## src/rtl/sipo_pkg.sv

```systemverilog
// rtl/sipo_pkg.sv - shared state encoding for the serial-in/parallel-out deserializer
package sipo_pkg;

    typedef enum logic {
        ST_IDLE = 1'b0,
        ST_RECV = 1'b1
    } state_t;

endpackage

```

## src/rtl/sipo_deser.sv

```systemverilog
// rtl/sipo_deser.sv - serial-in/parallel-out deserializer with sync framing
module sipo_deser
    import sipo_pkg::*;
#(
    parameter int WIDTH     = 4,
    parameter bit MSB_FIRST = 1'b1
) (
    input  logic             clk,
    input  logic             rst,
    input  logic             sin,
    input  logic             sen,
    input  logic             sync,
    input  logic             clr,
    output logic [WIDTH-1:0] pout,
    output logic             pvalid,
    output logic             busy,
    output logic             err
);

    localparam int             CW       = $clog2(WIDTH);
    localparam logic [CW-1:0]  LAST_BIT = CW'(WIDTH - 1);

    state_t           state;
    state_t           state_nx;
    logic [CW-1:0]    count;
    logic [CW-1:0]    count_nx;
    logic [WIDTH-1:0] shreg;
    logic [WIDTH-1:0] shreg_nx;
    logic [WIDTH-1:0] pout_nx;
    logic             pvalid_nx;
    logic             err_nx;

    // shifted: partial word with sin appended; first_word: sin as the only bit of a fresh frame
    logic [WIDTH-1:0] shifted;
    logic [WIDTH-1:0] first_word;

    generate
        if (MSB_FIRST) begin : g_msb_first
            // Shift left so the earliest bit migrates toward pout[WIDTH-1]
            always_comb begin
                shifted    = {shreg[WIDTH-2:0], sin};
                first_word = {{(WIDTH-1){1'b0}}, sin};
            end
        end else begin : g_lsb_first
            // Shift right so the earliest bit migrates toward pout[0]
            always_comb begin
                shifted    = {sin, shreg[WIDTH-1:1]};
                first_word = {sin, {(WIDTH-1){1'b0}}};
            end
        end
    endgenerate

    // Next-state, counter, shift register and output-register decisions
    always_comb begin
        state_nx  = state;
        count_nx  = count;
        shreg_nx  = shreg;
        pout_nx   = pout;
        pvalid_nx = 1'b0;
        err_nx    = 1'b0;

        if (clr) begin
            // Abort wins over any bit presented in the same cycle; last word stays visible
            state_nx = ST_IDLE;
            count_nx = '0;
            shreg_nx = '0;
        end else if (sen) begin
            unique case (state)
                ST_IDLE: begin
                    // Without sync there is no frame alignment, so the bit is dropped
                    if (sync) begin
                        state_nx = ST_RECV;
                        count_nx = CW'(1);
                        shreg_nx = first_word;
                    end
                end
                ST_RECV: begin
                    if (sync) begin
                        // Resynchronise: partial word lost, this bit starts the new frame
                        count_nx = CW'(1);
                        shreg_nx = first_word;
                        err_nx   = 1'b1;
                    end else if (count == LAST_BIT) begin
                        // Final bit: publish the word and return to IDLE so a sync
                        // on the very next cycle is accepted
                        state_nx  = ST_IDLE;
                        count_nx  = '0;
                        shreg_nx  = '0;
                        pout_nx   = shifted;
                        pvalid_nx = 1'b1;
                    end else begin
                        count_nx = count + CW'(1);
                        shreg_nx = shifted;
                    end
                end
                default: begin
                    state_nx = ST_IDLE;
                    count_nx = '0;
                    shreg_nx = '0;
                end
            endcase
        end
    end

    // FSM state register
    always_ff @(posedge clk or negedge rst) begin
        if (!rst) begin
            state <= ST_IDLE;
        end else begin
            state <= state_nx;
        end
    end

    // Bit counter within the current frame
    always_ff @(posedge clk or negedge rst) begin
        if (!rst) begin
            count <= '0;
        end else begin
            count <= count_nx;
        end
    end

    // Shift register holding the partially assembled word
    always_ff @(posedge clk or negedge rst) begin
        if (!rst) begin
            shreg <= '0;
        end else begin
            shreg <= shreg_nx;
        end
    end

    // Output register and single-cycle status strobes
    always_ff @(posedge clk or negedge rst) begin
        if (!rst) begin
            pout   <= '0;
            pvalid <= 1'b0;
            err    <= 1'b0;
        end else begin
            pout   <= pout_nx;
            pvalid <= pvalid_nx;
            err    <= err_nx;
        end
    end

    assign busy = (state == ST_RECV);

endmodule

```

## config.mk

```make
export PLATFORM = sky130hd
export DESIGN_NAME = sipo_deser
export DESIGN_NICKNAME = d
export VERILOG_FILES = /design/src/rtl/sipo_pkg.sv /design/src/rtl/sipo_deser.sv
export SDC_FILE = /design/constraint.sdc
export NUM_CORES = 1
export LEC_CHECK = 0
export CORE_AREA = 2 2 39 41
export CTS_CLUSTER_DIAMETER = 200
export CTS_CLUSTER_SIZE = 10
export DETAILED_ROUTE_END_ITERATION = 16
export DIE_AREA = 0 0 41 43
export GPL_ROUTABILITY_DRIVEN = 0
export PLACE_DENSITY = 0.68
export RECOVER_POWER = 25
export SLEW_MARGIN = 20
export SYNTH_ARGS = -nofsm -noshare
export SYNTH_HDL_FRONTEND = slang
export SYNTH_SLANG_ARGS = --single-unit
```

## constraint.sdc

```tcl
create_clock -name clk -period 1.49 [get_ports clk]
set_input_delay 0.298 -clock clk [delete_from_list [all_inputs] [get_ports clk]]
set_output_delay 0.298 -clock clk [all_outputs]
set_load 0.005 [all_outputs]
```

Word level (Yosys, flattened, before mapping)
Index checks and enable logic that the tools add are counted.
{"block": "word_totals", "out_inout_bits": 7, "ramBits": 0, "elab_cells": 41, "reg_bits": 12, "n_memories": 0, "in_bits": 6, "romBits": 0, "latchBits": 0}
{"block": "op_classes", "shift": 0, "n_mul": 0, "eq_ne": 2, "n_mux": 26, "order_cmp": 0, "add_sub_neg": 1, "reduce_logical": 3, "div_mod_pow": 0, "n_bitwise": 3}
{"op": "$mux W3", "count": 5}
{"op": "$mux W1", "count": 13}
{"op": "$mux W2", "count": 5}
{"op": "$pmux W3 S2", "count": 1}
{"op": "$reduce_and A5 Y1", "count": 1}
{"op": "$pmux W2 S2", "count": 1}
{"op": "$ne A3 B3 Y1 const B", "count": 1}
{"op": "$not A1 Y1", "count": 3}
{"op": "$add A2 B1 Y2 const B", "count": 1}
{"op": "$eq A2 B2 Y1 const B", "count": 1}
{"op": "$pmux W1 S2", "count": 1}
{"op": "$reduce_and A2 Y1", "count": 1}
{"op": "$reduce_bool A2 Y1", "count": 1}

Depth between registers and ports, before layout
{"block": "depth", "depth_word": 6, "mapped_depth": 4, "mapped_depth_nobuf": 4}

Worst setup path before layout
No wires, ideal clock.
{"block": "synth_path", "path_kind": "register to register", "from": "register state (netlist: busy)", "to": "register count[1]", "path_buffers": 0, "path_stages_with_launch": 4, "synth_period_minus_slack_ns": 1.285, "required_ns": 1.365, "setup_ns": 0.125, "path_slack_ns": 0.205, "arrival_ns": 1.161, "cell_sequence": "dfrtp_1 > o21a_1 > nor2_2 > mux2_2"}
{"block": "synth_between", "elab_chain_len": 4, "elab_cells_between_ends": 6, "classes_between": "eq/ne (1); mux (3); bitwise (1); reduce/logical (1)"}
{"element": "start, declared", "line": "sipo_deser.sv:23", "rtl": "state_t state;"}
{"element": "start signal, assigned", "line": "sipo_deser.sv:110", "rtl": "state <= state_nx;"}
{"element": "$not A1 Y1"}
{"element": "$pmux W2 S2", "line": "sipo_deser.sv:68", "rtl": "unique case (state)"}
{"element": "$mux W2", "line": "sipo_deser.sv:67", "rtl": "end else if (sen) begin"}
{"element": "$mux W2", "line": "sipo_deser.sv:62", "rtl": "if (clr) begin"}
{"element": "end signal, assigned", "line": "sipo_deser.sv:119", "rtl": "count <= count_nx;"}
{"element": "end, declared", "line": "sipo_deser.sv:25", "rtl": "logic [CW-1:0] count;"}
Several ways; a longest one is shown, not always the timed one. The select of a mux whose other input is x is not followed.
A chain may end at the register's enable or synchronous reset.

Worst setup path after layout
{"block": "layout_path", "from": "register state (netlist: busy)", "to": "output port busy"}
{"element": "end, declared", "line": "sipo_deser.sv:16", "rtl": "output logic busy,"}
No word-level cell between the ends.

==> run summary <==
GRT Overall Usage: 16.3%
Root Buffer: clkbuf_4
P&R area growth vs syn: 44.3%
Post-layout min period: 1.46 ns
RSZ-0062 raised after global routing: false
Asr flop ratio synth: 100%
WP depth: 1
Boundary Pins: 13
Worst rel slew slack: 76.2%
Worst hold path type: primary input to asynchronous set/reset pin
Post-synth top area cell: dfrtp_1
Sequential-to-total area share from yosys stat: 53.2%
Max Slew Vio Count: 0
First-pass GRT wire length: 1930 um
Antenna violations before repair: 0
Die Y: 43 um
Startpoint Class: flip-flop
Mean Syn Cell Area: 12.5 um^2
CORE AREA: 1380 um^2
CTS clk-pin slew, worst paths: 0.08 ns
Fillers: 115
Initial Utilization: 40.8%
DR vias/cell: 5.08
Nature of the critical path endpoint: primary output
Most numerous cell in the Yosys netlist: dfrtp_1
Data required time at the worst endpoint: 1.19 ns
F_max: 685 MHz
Final Hold Fails: 0
Cell Chain, Critical Path: clkdlybuf4s50_1
Top cells by area, synth: dfrtp_1, mux2_4, ha_1
Rows: 14
Hold_buf cts: 0
Netlist cell types: 20
Synth top area share: 53.2%
Share of cells above drive strength 1: 32.9%
Slowest cell on crit path: clkdlybuf4s50_1
Largest net degree at the start of global routing: 10
Setup_tns: 0 ns
HPWL Detailed: 887 um
# setup viols final: 0
Worst VDD drop: 408 uV
FF+latch count, synth: 12
Final ANT Viol Nets: 0
Synth Cell Area: 564 um^2
Clock latency on the worst-skew pair: 0.28 ns
ANT cells: 0
Crit path kind: flip-flop to primary output
H-tree depth: 1
Crit share post-route: 98.0%
Fin Clk Skew: 0.00395 ns
Status: finished, final reports clean
Power Density: 851 nW/um^2
Delay of the slowest cell on the worst path: 0.51 ns
Grt total ovfl: 0
Initial DRC count: 15
Clock Path Buffers: 2
Num CTS Buffers: 3
DRC viols: 0
Drt first pass iters: 4
Total wire length: 1180 um
Top Family by Delay on Critical Path: buffers and inverters
Clk sinks: 12
Post-synth EDFFs: 0
Crit-path max FO: 2
Die X: 41 um
Vias in the first global route: 434
WP data arrival: 1.16 ns
Fin nets: 79
Total power: 693 uW
Synth Instances: 45
Most instantiated cells after synthesis: dfrtp_1, nand2_1, inv_1, mux2_4
Vias: 437
Slew @ Worst Pin: 0.357 ns
Buf+Inv Stages, Crit Path: 1
Routed wire per std cell: 13.7 um
Synthesized Nets: 53
Ys flop type: dfrtp_1
Die area: 1760 um^2
Synthesis warning total: 0
Pleak: 0.401 nW
# port buffers: 12
CTS tree: built
Depth of the worst register-to-register path: 5
Max_cap viols: 0
Worst R2R Setup Slack: 0.09 ns
where the power goes:
part / leakage (nW) / internal [mW] / total, mW / switching (mW)
logic: 0.217 / 0.0481 / 0.0858 / 0.0377
registers: 0.163 / 0.335 / 0.343 / 0.00773
clock network: 0.0210 / 0.149 / 0.265 / 0.116
total: 0.401 / 0.532 / 0.693 / 0.162
what timing repair did:
| item | in CTS | in global routing |
|---|---|---|
| buffers inserted | 1 | 0 |
| endpoints found under the hold margin | 0 | 0 |
| gates resized for setup | 1 | 2 |
| setup endpoints to repair | 1 | 3 |
cell usage in the layout, fill, tap and decap left out, drive strengths merged:
cell and count:
inv 4, buf 8, nor4b 1, clkbuf 5
o21ai 1, dfrtp 12, nor3b 2, nor2b 1
mux2 6, ha 2, o21a 1, clkdlybuf4s50 10
a21oi 1, a22oi 1, nand2 5, a311oi 1
mux2i 2, and4 2, and3 1, dlygate4sd3 1
dlymetal6s2s 1, nor2 2
flip-flops by register name, summed over array words and instances, names as in the netlist:
| register | flops |
|---|---|
| busy | 1 |
| pvalid | 1 |
| err | 1 |
| shreg | 3 |
| pout | 4 |
| count | 2 |
final cells by class:
| cell class | instances | area (um^2) | area share [%] |
|---|---|---|---|
| sequential | 12 | 302 | 37.0 |
| multi-input combinational | 29 | 255 | 31.3 |
| timing repair buffer | 21 | 186 | 22.9 |
| clock buffer | 4 | 36.3 | 4.45 |
| tap | 16 | 20.0 | 2.46 |
| inverter | 4 | 15.0 | 1.84 |
metal layers:
| layer | up-vias | GRT usage [%] | wire, um |
|---|---|---|---|
| li1 | 209 | - | - |
| met1 | 209 | 19.1 | 488 |
| met2 | 14 | 26.6 | 622 |
| met3 | 5 | 4.71 | 47 |
| met4 | 0 | 6.00 | 21 |
| met5 | - | 0 | 0 |
kinds of logic (layout without fill, tap and decap cells):
kind of cell	count (synthesis)	after routing	share of synthesized area [%]
and+or+nand+nor	14	14	15.5
DFF	12	12	53.2
muxes	8	8	18.2
AOI/OAI and AO/OA	5	5	5.99
buffers and inverters	4	29	2.66
adders and majority gates	2	2	4.43
through the flow:
step / cells / utilization [%] / hold WS, ns / worst slack, ns / cell area [um^2]
detailed placement: 81 / 55.2 / 0.505 / -0.220 / 764
global route: 86 / 58.9 / 0.348 / 0.00716 / 815
global placement: 81 / 55.2 / 0.495 / -0.161 / 764
CTS: 86 / 58.5 / 0.294 / 0.00892 / 810
finish: 86 / 58.9 / 0.336 / 0.0304 / 815
floorplan: 45 / - / 0.00241 / 0.205 / 564
path summary, 6_finish.rpt:
kind	startpoint	end
setup reg to reg	count[0]$_DFFE_PN0P_	shreg[1]$_DFFE_PN0P_
setup / recovery	busy$_DFFE_PN0P_	busy
hold reg to reg	pout[0]$_DFFE_PN0P_	pout[0]$_DFFE_PN0P_
hold / removal	rst	count[0]$_DFFE_PN0P_
min in group clk	pout[0]$_DFFE_PN0P_	pout[0]$_DFFE_PN0P_
max in group asynchronous	rst	busy$_DFFE_PN0P_
No activity file was read; power rests on OpenSTA's default activity.
